### src/rtl/stream_demux_if.sv
// ---------------------------------------------------------------------------
// stream_demux_if
// Bundle of the handshake/bus signals of the 1:N stream demultiplexer.
//   io_in_valid / io_in_ready / io_in_bits / io_in_dest : upstream beat
//   io_out_valid[k] / io_out_ready[k] / io_out_bits[k]  : output lane k
//   io_drop  : one-cycle pulse after an out-of-range beat was discarded
//   io_count : accepted-beat counter (zero unless DEMUX_CNT_EN is defined)
// Modports:
//   master : the environment (upstream producer + lane consumers)
//   slave  : the demultiplexer itself
// ---------------------------------------------------------------------------
interface stream_demux_if #(
    parameter int WIDTH  = 8,
    parameter int N      = 4,
    parameter int DEST_W = 2
) ();
    logic                    io_in_valid;
    logic                    io_in_ready;
    logic [WIDTH-1:0]        io_in_bits;
    logic [DEST_W-1:0]       io_in_dest;
    logic [N-1:0]            io_out_valid;
    logic [N-1:0]            io_out_ready;
    logic [N-1:0][WIDTH-1:0] io_out_bits;
    logic                    io_drop;
    logic [15:0]             io_count;

    modport master (
        output io_in_valid, io_in_bits, io_in_dest, io_out_ready,
        input  io_in_ready, io_out_valid, io_out_bits, io_drop, io_count
    );

    modport slave (
        input  io_in_valid, io_in_bits, io_in_dest, io_out_ready,
        output io_in_ready, io_out_valid, io_out_bits, io_drop, io_count
    );
endinterface

### src/rtl/stream_demux.sv
// ---------------------------------------------------------------------------
// stream_demux
// 1:N stream router. Each input beat is steered to the lane named by
// io_in_dest; every lane owns a one-entry output register, giving 1-cycle
// latency, full per-lane throughput and no head-of-line blocking between
// lanes. Beats whose destination is >= N are accepted and discarded, and
// io_drop pulses in the following cycle.
// Ports:
//   clk    : clock, all state on the rising edge
//   reset  : synchronous, active-high
//   io     : stream_demux_if.slave (input stream, N output lanes, drop, count)
// Configuration macro:
//   DEMUX_CNT_EN : when defined, io_count counts accepted in-range beats
//                  (16-bit, wrapping); when undefined io_count is 16'h0000.
// ---------------------------------------------------------------------------
module stream_demux #(
    parameter int WIDTH  = 8,
    parameter int N      = 4,
    parameter int DEST_W = 2
) (
    input  logic          clk,
    input  logic          reset,
    stream_demux_if.slave io
);

    logic [N-1:0]            hit_s;
    logic                    oob_s;
    logic                    ready_s;
    logic                    in_fire_s;
    logic [N-1:0]            vld_r;
    logic [N-1:0][WIDTH-1:0] dat_r;
    logic                    drop_r;

    // Decode the destination index into a one-hot lane select
    always_comb begin
        hit_s = '0;
        for (int k = 0; k < N; k++) begin
            if (io.io_in_dest == DEST_W'(k)) begin
                hit_s[k] = 1'b1;
            end else begin
                hit_s[k] = 1'b0;
            end
        end
    end

    // An index that selects no lane is out of range and will be dropped
    assign oob_s = ~|hit_s;

    // Ready depends only on dest and lane state; an out-of-range dest selects
    // no lane, so every term is 1 and the beat is always taken.
    assign ready_s   = &(~hit_s | ~vld_r | io.io_out_ready);
    assign in_fire_s = io.io_in_valid & ready_s;

    // Per-lane output register: refill wins over drain, so a lane draining
    // and receiving in the same cycle stays valid with the new payload
    always_ff @(posedge clk) begin
        if (reset) begin
            vld_r <= '0;
            dat_r <= '0;
        end else begin
            for (int k = 0; k < N; k++) begin
                if (in_fire_s && hit_s[k]) begin
                    vld_r[k] <= 1'b1;
                    dat_r[k] <= io.io_in_bits;
                end else if (vld_r[k] && io.io_out_ready[k]) begin
                    vld_r[k] <= 1'b0;
                    dat_r[k] <= dat_r[k];
                end else begin
                    vld_r[k] <= vld_r[k];
                    dat_r[k] <= dat_r[k];
                end
            end
        end
    end

    // Drop indicator, one cycle after an out-of-range beat is discarded
    always_ff @(posedge clk) begin
        if (reset) begin
            drop_r <= 1'b0;
        end else begin
            drop_r <= in_fire_s & oob_s;
        end
    end

`ifdef DEMUX_CNT_EN
    logic [15:0] count_r;

    // Accepted-beat counter; discarded beats are not counted, wraps naturally
    always_ff @(posedge clk) begin
        if (reset) begin
            count_r <= 16'h0000;
        end else if (in_fire_s && !oob_s) begin
            count_r <= count_r + 16'd1;
        end else begin
            count_r <= count_r;
        end
    end

    assign io.io_count = count_r;
`else
    assign io.io_count = 16'h0000;
`endif

    assign io.io_in_ready  = ready_s;
    assign io.io_out_valid = vld_r;
    assign io.io_out_bits  = dat_r;
    assign io.io_drop      = drop_r;

endmodule

### src/flat_wrapper.sv
// flat-port wrapper written by rule: the top's interface ports become plain ports
module stream_demux_flat 
#(
    parameter int WIDTH  = 8,
    parameter int N      = 4,
    parameter int DEST_W = 2
)
  (clk, reset, io_io_in_valid, io_io_in_bits, io_io_in_dest, io_io_out_ready, io_io_in_ready, io_io_out_valid, io_io_out_bits, io_io_drop, io_io_count);
  stream_demux_if #(.WIDTH(WIDTH), .N(N), .DEST_W(DEST_W)) io_i ();
  input  logic clk;
  input  logic reset;
  input wire logic [$bits(io_i.io_in_valid)-1:0] io_io_in_valid;
  input wire logic [$bits(io_i.io_in_bits)-1:0] io_io_in_bits;
  input wire logic [$bits(io_i.io_in_dest)-1:0] io_io_in_dest;
  input wire logic [$bits(io_i.io_out_ready)-1:0] io_io_out_ready;
  output wire logic [$bits(io_i.io_in_ready)-1:0] io_io_in_ready;
  output wire logic [$bits(io_i.io_out_valid)-1:0] io_io_out_valid;
  output wire logic [$bits(io_i.io_out_bits)-1:0] io_io_out_bits;
  output wire logic [$bits(io_i.io_drop)-1:0] io_io_drop;
  output wire logic [$bits(io_i.io_count)-1:0] io_io_count;
  assign io_i.io_in_valid = io_io_in_valid;
  assign io_i.io_in_bits = io_io_in_bits;
  assign io_i.io_in_dest = io_io_in_dest;
  assign io_i.io_out_ready = io_io_out_ready;
  assign io_io_in_ready = io_i.io_in_ready;
  assign io_io_out_valid = io_i.io_out_valid;
  assign io_io_out_bits = io_i.io_out_bits;
  assign io_io_drop = io_i.io_drop;
  assign io_io_count = io_i.io_count;
  stream_demux #(.WIDTH(WIDTH), .N(N), .DEST_W(DEST_W)) u_core (.clk(clk), .reset(reset), .io(io_i));
endmodule
### config.mk
export PLATFORM = sky130hd
export DESIGN_NAME = stream_demux_flat
export DESIGN_NICKNAME = d
export VERILOG_FILES = /design/src/rtl/stream_demux_if.sv /design/src/rtl/stream_demux.sv /design/src/flat_wrapper.sv
export SDC_FILE = /design/constraint.sdc
export NUM_CORES = 1
export LEC_CHECK = 0
export BUFFER_PORTS_ARGS = -buffer_cell sky130_fd_sc_hd__buf_2
export CAP_MARGIN = 30
export CORE_MARGIN = 5
export CORE_UTILIZATION = 47
export DETAILED_ROUTE_END_ITERATION = 10
export GPL_TIMING_DRIVEN = 0
export HOLD_SLACK_MARGIN = 0.12
export PLACE_DENSITY = 0.85
export SLEW_MARGIN = 20
export SYNTH_ARGS = -nofsm -noshare
export SYNTH_HDL_FRONTEND = slang
export SYNTH_SLANG_ARGS = --single-unit
### constraint.sdc
create_clock -name clk -period 1.19 [get_ports clk]
set_clock_uncertainty 0.1 [all_clocks]
set_input_delay 0.0595 -clock clk [delete_from_list [all_inputs] [get_ports clk]]
set_output_delay 0.0595 -clock clk [all_outputs]
set_load 0.005 [all_outputs]
---- Word level (Yosys, flattened, before mapping) ----
Index checks and enable logic that the tools add are counted.
operators by class
  add/subtract/negate cells ............... 0
  multipliers ............................. 0
  divide/modulo/power cells ............... 0
  magnitude comparators ................... 0
  equality and inequality tests ........... 3
  shift operators ......................... 0
  multiplexer cells ....................... 12
  bitwise gates (word level) .............. 6
  reductions and logical operators ........ 16
operators with widths
  cell                                                                    count
  1-bit 2-to-1 mux                                                        12
  1-bit logical AND                                                       8
  4-bit NOT                                                               2
  4-bit bitwise OR                                                        2
  2-bit nonzero test                                                      4
  2-bit equality test (second input constant)                             2
  4-bit AND reduction                                                     1
  4-bit OR reduction                                                      1
  1-bit AND                                                               2
  2-bit by 1-bit equality test with 1-bit output (second input constant)  1
  2-bit zero test                                                         1
  1-bit zero test                                                         1
word-level totals
  register bits after elaboration ......... 37
  bits in latches ......................... 0
  RAM bits ................................ 0
  memory bits (read-only) ................. 0
  word-level logic and storage cells ...... 46
  memories ................................ 0

---- Depth between registers and ports, before layout ----
Gate-level depths: netlist of run 1.
  depth in word-level cells ............... 9
  depth in mapped cells ................... 4
  mapped depth without buffers ............ 3

---- Least setup slack after synthesis of run 1 ----
OpenSTA, ideal clock, no wires.
  path type ............................... register to register
  from .................................... reg u_core.vld_r[3] (netlist: u_core.io.io_out_valid[3])
  to ...................................... reg u_core.dat_r, in the netlist u_core.io.io_out_bits[24]
  data arrival time ....................... 0.902 ns
  slack ................................... 0.066 ns
  stages on the path, launching flop included .. 5
  clock period less this slack ............ 1.124 ns
  path through ............................ dfxtp_1 nand2b_4 and4_2 buf_4 mux2i_1
on the way
  longest elaborated chain between the ends .. 6
ends and longest elaborated chain
  what                               RTL line            RTL
  from (decl)                        stream_demux.sv:30  logic [N-1:0] vld_r;
  from (signal, indexed assignment)  stream_demux.sv:69  vld_r[k] <= vld_r[k];
  4-bit NOT                          stream_demux.sv:51  assign ready_s = &(~hit_s | ~vld_r | io.io_out_ready);
  4-bit bitwise OR (2 in a row)      stream_demux.sv:51
  4-bit AND reduction                stream_demux.sv:51
  1-bit AND                          stream_demux.sv:52  assign in_fire_s = io.io_in_valid & ready_s;
  1-bit logical AND                  stream_demux.sv:62  if (in_fire_s && hit_s[k]) begin
  to (signal, indexed assignment)    stream_demux.sv:64  dat_r[k] <= io.io_in_bits;
  to (signal, indexed assignment)    stream_demux.sv:67  dat_r[k] <= dat_r[k];
  to (signal, indexed assignment)    stream_demux.sv:70  dat_r[k] <= dat_r[k];
  to (decl)                          stream_demux.sv:31  logic [N-1:0][WIDTH-1:0] dat_r;
No other way between the ends.
A chain may end at the register's enable or synchronous reset.

---- Final worst setup path of run 1 ----
  from .................................... reg u_core.vld_r[1] (netlist: u_core.io.io_out_valid[1])
  to ...................................... out io_io_in_ready
on the way
  longest elaborated chain between the ends .. 4
ends and longest elaborated chain
  what                           RTL line            RTL
  4-bit NOT                      stream_demux.sv:51
  4-bit bitwise OR (2 in a row)  stream_demux.sv:51
  4-bit AND reduction            stream_demux.sv:51
  to (decl)                      flat_wrapper.sv:16  output wire logic [$bits(io_i.io_in_ready)-1:0] io_io_in_ready;
No other way between the ends.

==> results.cfg, run 1 <==
[floorplan]
rows = 21
start_util = 0.4881
ios = 71
fp.dieW_um = 69.10
core_mm2 = 0.003363
die_h_um = 69.10
die_area_mm2 = 0.004775

[hold_path]
worstHoldPathCells = 4
min_from = io_io_out_ready[1]
worstHoldPathType = in2reg

[placed_design]
dp.cells = 266
pre_cts_ws_ns = -0.03297
port_buffers = 53
hpwl_mm = 2.722
place_congestion = 0.7152

[yosys]
yosysMostFrequentCell = nand2b_1
synthMuxAreaShare = 0.2088
synth_ff_type = dfxtp_1
synthArstFlopShare = 0
synth_top_family_by_area = simple AND/OR/NAND/NOR gates
syn_area_per_cell_um2 = 10.87
synth_edf_count = 0
yosysSeqAreaShare = 0.4512
synthDominantCellAreaShare = 0.4512
synth_top_cell_by_area = dfxtp_1
ys_top_cells_by_area = dfxtp_1 (45%), mux2i_1 (20%), nand2b_1 (16%)
synthTopCellsByCount = nand2b_1 (43), dfxtp_1 (37), mux2i_1 (32)
synth_simple_gate_area_frac = 0.2172
yosys.area_share.xor_xnor = 0
syn-cell-area_mm2 = 0.001642
synth_compound_area_frac = 0.01220
ys_types = 18
synth-adder-area-share = 0
synth_cells = 151
yosysWarningCount = 0
ys_seq_elements = 37

[finish]
fin_nets = 264
drive_gt1_frac = 0.3992
antenna_cells = 0
fill_cells = 284
areaGrowthSynthToFinish_pct = 41.01
layoutNonFillerInstCount = 294
utilization = 0.6882

[detailed_routing]
detail_route.wl_per_cell_um = 13.55
ant_nets = 0
first_pass_iters = 4
drc = 0
via_per_inst = 4.401
vias = 1294
routed_wl_mm = 3.985
dr.first_iter.drc_count = 27

[global_routing]
antenna_found_initial = 0
grt_pass1_vias = 1345
grt_max_degree = 12
grt_util_met1 = 0.1791
gr-max-usage-layer = met2
gr-total-overflow = 0
grt_pass1_wl_mm = 6.389
grt.total_usage = 0.1682
use_met2 = 0.2956
groute.layer.met3.usage = 0.07122

[status]
run_status = complete, but fails checks
violations = negative setup slack

[setup_path]
arrival_ns = 1.34
endpoint_kind = output pin
rr_worst_depth = 5
critPathBufInv = 1
startpoint = u_core.io.io_out_valid[1]$_SDFFE_PP0P_
critPathMaxFanout = 2
crit_path_end = io_io_in_ready
path_class = reg2out
rrSetupSlack_ns = -0.03
r2r_end = u_core.io.io_out_bits[6]$_SDFFE_PP0P_
crit_family = multiplexers
cp_slowest_cell = mux4_2
startpoint_type = flip-flop
critPathMaxStageDelay_ns = 0.45
required_ns = 1.03
r2r_start = u_core.io.io_out_valid[0]$_SDFFE_PP0P_
worstPathCellList = nand2b_1 -> mux4_2 -> buf_2
cp.depth = 3

[cts]
cts_tree = built
clk_pin_slew_worst_paths_ns = 0.11
cts.path.max_buffers = 2
ctsHtreeMaxLevel = 2
cts.sinks = 37
cts_buffers = 5
cts_root_buffer = clkbuf_4
worstSkewPairLatency_ns = 0.34

[sta]
worst_slack_ns = -0.3134
finalSetupViolCount = 16
period_needed_ns = 1.503
hold-worst-slack_ns = 0.01338
fin_crit_sh = 1.263
final_max_slew_viol_count = 0
fmax_mhz = 665.1
grt_setup_unrepaired = true
hold_violations = 0

[power_and_ir_drop]
p_total_uw = 2409
power.leakage_uw = 0.001220
ir_worst_vdd_v = 0.0006977
p_per_area_mw_per_mm2 = 1041

[job]
cap_violations = 0
cell usage in the layout, fill, tap and decap left out, drive strengths merged:
cell type | synthesis | final
buf | 21 | 79
nand2b | 44 | 44
mux4 | 1 | 1
nor2b | 1 | 1
clkinv | 0 | 1
nand4b | 1 | 1
dlygate4sd3 | 0 | 14
a21oi | 4 | 4
nand3 | 1 | 1
and4 | 1 | 1
nand3b | 1 | 1
conb | 1 | 17
dlymetal6s4s | 0 | 1
dfxtp | 37 | 37
clkbuf | 4 | 11
mux2i | 32 | 32
nand4 | 1 | 1
and3 | 1 | 1
final cells by class:
class | count | area [um^2] | area share
buffer | 24 | 173.9 | 0.07514
clock inverter | 1 | 5.005 | 0.002162
timing repair buffer | 74 | 470.5 | 0.2032
tap | 46 | 57.56 | 0.02486
sequential | 37 | 745.7 | 0.3222
multi-input combinational | 105 | 797.0 | 0.3443
clock buffer | 7 | 65.06 | 0.02811
through the flow:
stage	TNS [ns]	instance area [um^2]
2_1_floorplan	0	1702
3_3_place_gp	0	2024
3_5_place_dp	-0.03297	2024
4_1_cts	-0.8909	2258
5_1_grt	-1.440	2315
6_report	-0.5094	2315
where the power goes:
group          switching (uW)  internal, uW
combinational             152           205
clock                     403           342
sequential               22.7          1280
total                     578          1830
how the worst min path moves through the flow:
stage | slack [ns] | to
CTS | -0.03 | u_core.io.io_out_valid[1]$_SDFFE_PP0P_
global placement | 0.27 | u_core.io.io_out_valid[3]$_SDFFE_PP0P_
finish | 0.01 | u_core.io.io_out_valid[1]$_SDFFE_PP0P_
detailed placement | 0.27 | u_core.io.io_out_valid[3]$_SDFFE_PP0P_
floorplan | 0.17 | u_core.io.io_out_valid[3]$_SDFFE_PP0P_
global route | 0.006 | u_core.io.io_out_valid[1]$_SDFFE_PP0P_
timing repair:
action                                  CTS  global route
gates cloned                              0             1
setup buffers                             4             2
hold buffers                             12             3
endpoints found under the setup margin    1            35
pin swaps                                 0             1
gates resized for setup                   7             7
hold endpoints to repair                 36             8
state kept, by name, indices dropped and copies added (netlist names):
name                    cells
u_core.io.io_out_bits      32
u_core.io.io_out_valid      4
u_core.io.io_drop           1
per-layer routing:
layer	share of wire	wire length, um	vias to the layer above
met1	0.40	1584	586
met3	0.072	285	4
met2	0.52	2076	43
li1	-	-	661
met4	0.010	40	0
met5	0	0	-
logic make-up after synthesis:
family,Yosys count
muxes,33
buffers and inverters,25
other,1
and+or+nand+nor,51
AOI/OAI and AO/OA,4
DFF,37
worst register-to-register path: stages, from the launching register on:
cell,delay (ns)
dfxtp_2,0.34
nand2b_1,0.08
buf_6,0.13
nand3b_1,0.14
buf_6,0.16
mux2i_1,0.20
Power figures use the tool's default switching activity.
==> inputs of run 2 (changes only) <==
MAX_ROUTING_LAYER = met4   (was unset)
==> run 2 against run 1 <==
Against the previous run:
- the run still ends with negative setup slack left
- fmax is 0.12% lower
- cell area did not move
- first-iteration DRC count is the same
- sequential power about the same
- via count up 0.15%
- worst setup slack lost 0.0019 ns
- highest routed layer unchanged
==> results.cfg, run 2 (synthesis gave the netlist of run 1 again) <==
[setup_path]
critPathMaxStageDelay_ns = 0.45
critPathMaxFanout = 2
rrSetupSlack_ns = -0.03
endpoint_kind = output pin
rr_worst_depth = 5
r2r_start = u_core.io.io_out_valid[0]$_SDFFE_PP0P_
critPathBufInv = 1
worstPathCellList = nand2b_1 -> mux4_2 -> buf_2
startpoint_type = flip-flop
r2r_end = u_core.io.io_out_bits[6]$_SDFFE_PP0P_
path_class = reg2out
cp.depth = 3
arrival_ns = 1.35
crit_family = multiplexers
cp_slowest_cell = mux4_2
required_ns = 1.03

[status]
run_status = complete, but fails checks
violations = negative setup slack

[hold_path]
worstHoldPathType = in2reg
hold-path-endpoint = u_core.io.io_out_valid[1]$_SDFFE_PP0P_
min_from = io_io_out_ready[1]
worstHoldPathCells = 4

[finish]
largest_reg_flops = 32
antenna_cells = 0
mostFrequentLayoutCell = buf_2
layout_common_cells = buf_2 (54), nand2b_1 (43), dfxtp_1 (33)
drive_gt1_frac = 0.3992
utilization = 0.6882
areaGrowthSynthToFinish_pct = 41.01
fin_nets = 264

[power_and_ir_drop]
p_total_uw = 2411
power.leakage_uw = 0.001220
p_per_area_mw_per_mm2 = 1041
ir_worst_vdd_v = 0.0006978

[sta]
fmax_mhz = 664.3
finalSetupViolCount = 16
final_max_slew_viol_count = 0
grt_setup_unrepaired = true
period_needed_ns = 1.505
worst_slack_ns = -0.3153
fin_crit_sh = 1.265
hold_violations = 0

[detailed_routing]
routed_wl_mm = 3.987
detail_route.wl_per_cell_um = 13.56
dr.first_iter.drc_count = 27
ant_nets = 0
drc = 0
via_per_inst = 4.408
first_pass_iters = 4
vias = 1296

[cts]
cts.path.max_buffers = 2
worstSkewPairLatency_ns = 0.34
clk_pin_slew_worst_paths_ns = 0.11
cts_buffers = 5
cts_tree = built
cts.sinks = 37
cts_root_buffer = clkbuf_4
ctsHtreeMaxLevel = 2

[floorplan]
die_area_mm2 = 0.004775
start_util = 0.4881
ios = 71
die_h_um = 69.10
rows = 21
fp.dieW_um = 69.10
core_mm2 = 0.003363

[job]
cap_violations = 0

[global_routing]
gr-total-overflow = 0
antenna_found_initial = 0
grt_pass1_wl_mm = 6.396
grt_pass1_vias = 1348
grt.total_usage = 0.1738
grt_max_degree = 12

[placed_design]
place_congestion = 0.7235
hpwl_mm = 2.722
port_buffers = 53
run 2: how the worst max path moves through the flow:
stage | endpoint | from
4_1_cts | io_io_in_ready | u_core.io.io_out_valid[2]$_SDFFE_PP0P_
2_1_floorplan | u_core.io.io_out_bits[24]$_SDFFE_PP0P_ | u_core.io.io_out_valid[3]$_SDFFE_PP0P_
3_5_place_dp | io_io_in_ready | u_core.io.io_out_valid[2]$_SDFFE_PP0P_
6_report | io_io_in_ready | u_core.io.io_out_valid[1]$_SDFFE_PP0P_
3_3_place_gp | io_io_in_ready | u_core.io.io_out_valid[2]$_SDFFE_PP0P_
5_1_grt | io_io_in_ready | u_core.io.io_out_valid[1]$_SDFFE_PP0P_
run 2: final cells by class:
| cell class | instances | area [um^2] |
|---|---|---|
| fill | 284 | 1049 |
| multi-input combinational | 105 | 797.0 |
| sequential | 37 | 745.7 |
| timing repair buffer | 74 | 470.5 |
| buffer | 24 | 173.9 |
| clock buffer | 7 | 65.06 |
| tap | 46 | 57.56 |
| clock inverter | 1 | 5.005 |
run 2: repair_timing:
action / in CTS / in global routing
hold buffers: 12 / 3
endpoints found under the hold margin: 36 / 8
buffers inserted: 4 / 2
cloned: 0 / 1
resized for setup: 7 / 7
endpoints found under the setup margin: 1 / 33
pin swaps: 0 / 1
run 2: per-stage QoR:
| stage | TNS, ns | worst slack (ns) | area, um^2 | hold WS (ns) | cells |
|---|---|---|---|---|---|
| after floorplan | 0 | 0.06619 | 1702 | 0.1736 | 167 |
| after global placement | 0 | 0.003995 | 2024 | 0.2719 | 266 |
| after detailed placement | -0.03297 | -0.03297 | 2024 | 0.2745 | 266 |
| after CTS | -0.8909 | -0.3171 | 2258 | -0.02531 | 290 |
| after global routing | -1.431 | -0.3784 | 2315 | 0.01519 | 294 |
| final | -0.5090 | -0.3153 | 2315 | 0.01153 | 294 |
run 2: metal layers:
metal,routed length (um),up-vias,track usage
met5,0,-,-
li1,-,661,-
met3,284,4,0.07558
met1,1574,588,0.1791
met2,2085,43,0.2956
met4,42,0,0.05857
run 2: tightest hold or removal path, delay by kind of cell:
family / cells / cell delay [ns]
and+or+nand+nor: 1 / 0.12
buffers and inverters: 2 / 0.19
AOI/OAI and AO/OA: 1 / 0.05
run 2: report_power, final:
part | total [uW] | leakage, uW | internal [uW] | switching [uW]
Sequential | 1310 | 0.000303 | 1280 | 22.8
Clock | 747 | 0.0000413 | 342 | 405
Combinational | 357 | 0.000876 | 205 | 152
Total | 2410 | 0.00122 | 1830 | 579
==> inputs of run 3 (changes only) <==
PLACE_DENSITY = 0.86   (was 0.85)
==> run 3 against run 2 <==
Against the previous run:
- the run ends with negative hold slack, negative setup slack left
- sequential cell count unchanged
- cell area down 0.70%
- critical path type unchanged
- die area unchanged
- routed wire length down 3.8%
==> results.cfg, run 3 (synthesis gave the netlist of run 1 again) <==
[status]
run_status = complete, but fails checks
violations = negative hold slack, negative setup slack

[sta]
final_max_slew_viol_count = 0
hold-worst-slack_ns = -0.01920
period_needed_ns = 1.510
finalSetupViolCount = 6
hold_violations = 2
grt_setup_unrepaired = true
worst_slack_ns = -0.3196
fin_crit_sh = 1.269
fmax_mhz = 662.4

[placed_design]
pre_cts_ws_ns = 0.007848
port_buffers = 53
place_congestion = 0.7631
hpwl_mm = 2.595
dp.cells = 266

[floorplan]
fp.dieW_um = 69.10
die_area_mm2 = 0.004775
die_h_um = 69.10
ios = 71
core_mm2 = 0.003363
rows = 21
start_util = 0.4881

[detailed_routing]
ant_nets = 0
routed_wl_mm = 3.837
detail_route.wl_per_cell_um = 13.19
vias = 1327
first_pass_iters = 4
drc = 0
via_per_inst = 4.560
dr.first_iter.drc_count = 49

[setup_path]
endpoint_kind = output pin
critPathMaxFanout = 2
worstPathCellList = nand2b_4 -> mux4_2 -> buf_2
r2r_start = u_core.io.io_out_valid[3]$_SDFFE_PP0P_
r2r_end = u_core.io.io_out_bits[31]$_SDFFE_PP0P_
critPathMaxStageDelay_ns = 0.45
arrival_ns = 1.35
required_ns = 1.03
startpoint_type = flip-flop
rrSetupSlack_ns = -0.05
path_class = reg2out
critPathBufInv = 1
cp_slowest_cell = mux4_2
crit_family = multiplexers
rr_worst_depth = 5

[cts]
ctsHtreeMaxLevel = 2
cts.sinks = 37
cts_tree = built
cts_buffers = 5
clk_pin_slew_worst_paths_ns = 0.11
cts.path.max_buffers = 2
worstSkewPairLatency_ns = 0.34
cts_root_buffer = clkbuf_4

[global_routing]
grt_pass1_wl_mm = 6.292
antenna_found_initial = 0
grt.total_usage = 0.1691
grt_pass1_vias = 1342
gr-total-overflow = 0
grt_max_degree = 12

[power_and_ir_drop]
ir_worst_vdd_v = 0.0008396
power.leakage_uw = 0.001222
p_per_area_mw_per_mm2 = 1053

[finish]
antenna_cells = 0
fill_cells = 289
fin_nets = 261
layoutNonFillerInstCount = 291
drive_gt1_frac = 0.3959
areaGrowthSynthToFinish_pct = 40.02
layout_common_cells = buf_2 (53), nand2b_1 (42), dfxtp_1 (33)
mostFrequentLayoutCell = buf_2
largest_reg_flops = 32

[hold_path]
worstHoldPathType = in2reg
min_from = io_io_out_ready[2]
worstHoldPathCells = 4
hold-path-endpoint = u_core.io.io_out_valid[2]$_SDFFE_PP0P_

[job]
cap_violations = 0
[run 3: changes by cell type in the layout (fill, tap and decap cells not counted)]
cell / before / now
dlymetal6s4s_1: 1 / 2
nand2b_1: 43 / 42
dlygate4sd3_1: 14 / 12
buf_2: 54 / 53
a21oi_1: 3 / 4
a21oi_2: 1 / 0
buf_4: 20 / 19
nand2b_4: 1 / 2
[run 3: layer usage]
| metal | GRT usage | wire [um] | up-vias |
|---|---|---|---|
| met1 | 0.1957 | 1681 | 621 |
| met2 | 0.2733 | 1857 | 49 |
| li1 | - | - | 652 |
| met5 | - | 0 | - |
| met4 | 0.05857 | 56 | 0 |
| met3 | 0.05669 | 242 | 5 |
[run 3: metrics by stage]
stage	power (uW)	hold WS [ns]	setup TNS [ns]	util	instance area [um^2]
detailed placement	1632	0.2781	0	0.6019	2024
global placement	1628	0.2740	0	0.6019	2024
global route	2547	-0.01145	-1.459	0.6834	2298
CTS	2437	-0.03805	-0.4876	0.6704	2255
floorplan	1525	0.1736	0	-	1702
finish	2420	-0.01920	-0.5015	0.6834	2298
[run 3: power breakdown]
group | switching, uW | internal, uW
clock network | 420 | 342
logic | 148 | 202
registers | 23.5 | 1280
[run 3: tightest hold or removal path, cell delays in order]
cell      delay, ns
buf_2          0.08
nand2b_4       0.11
buf_6          0.10
a21oi_1        0.05
[run 3: final cells by class]
| cell class | instances | area, um^2 | area share |
|---|---|---|---|
| clock buffer | 7 | 65.06 | 0.02831 |
| sequential | 37 | 745.7 | 0.3244 |
| timing repair buffer | 72 | 461.7 | 0.2009 |
| tap | 46 | 57.56 | 0.02504 |
| buffer | 23 | 162.7 | 0.07077 |
| multi-input combinational | 105 | 800.8 | 0.3484 |
| clock inverter | 1 | 5.005 | 0.002177 |
[run 3: worst max-delay path by stage]
| stage | endpoint | from | cells past startpoint |
|---|---|---|---|
| 6_report | io_io_in_ready | u_core.io.io_out_valid[3]$_SDFFE_PP0P_ | 3 |
| 5_1_grt | io_io_in_ready | u_core.io.io_out_valid[3]$_SDFFE_PP0P_ | 3 |
| 4_1_cts | io_io_in_ready | u_core.io.io_out_valid[3]$_SDFFE_PP0P_ | 3 |
| 3_5_place_dp | io_io_in_ready | u_core.io.io_out_valid[3]$_SDFFE_PP0P_ | 3 |
| 3_3_place_gp | io_io_in_ready | u_core.io.io_out_valid[2]$_SDFFE_PP0P_ | 3 |
| 2_1_floorplan | u_core.io.io_out_bits[24]$_SDFFE_PP0P_ | u_core.io.io_out_valid[3]$_SDFFE_PP0P_ | 4 |
[run 3: repair_timing]
action | CTS | global route
pin swaps | 0 | 1
hold buffers | 13 | 1
endpoints found under the hold margin | 36 | 8
setup buffers | 5 | 1
gates cloned | 0 | 0
resized for setup | 4 | 10
setup endpoints to repair | 2 | 30
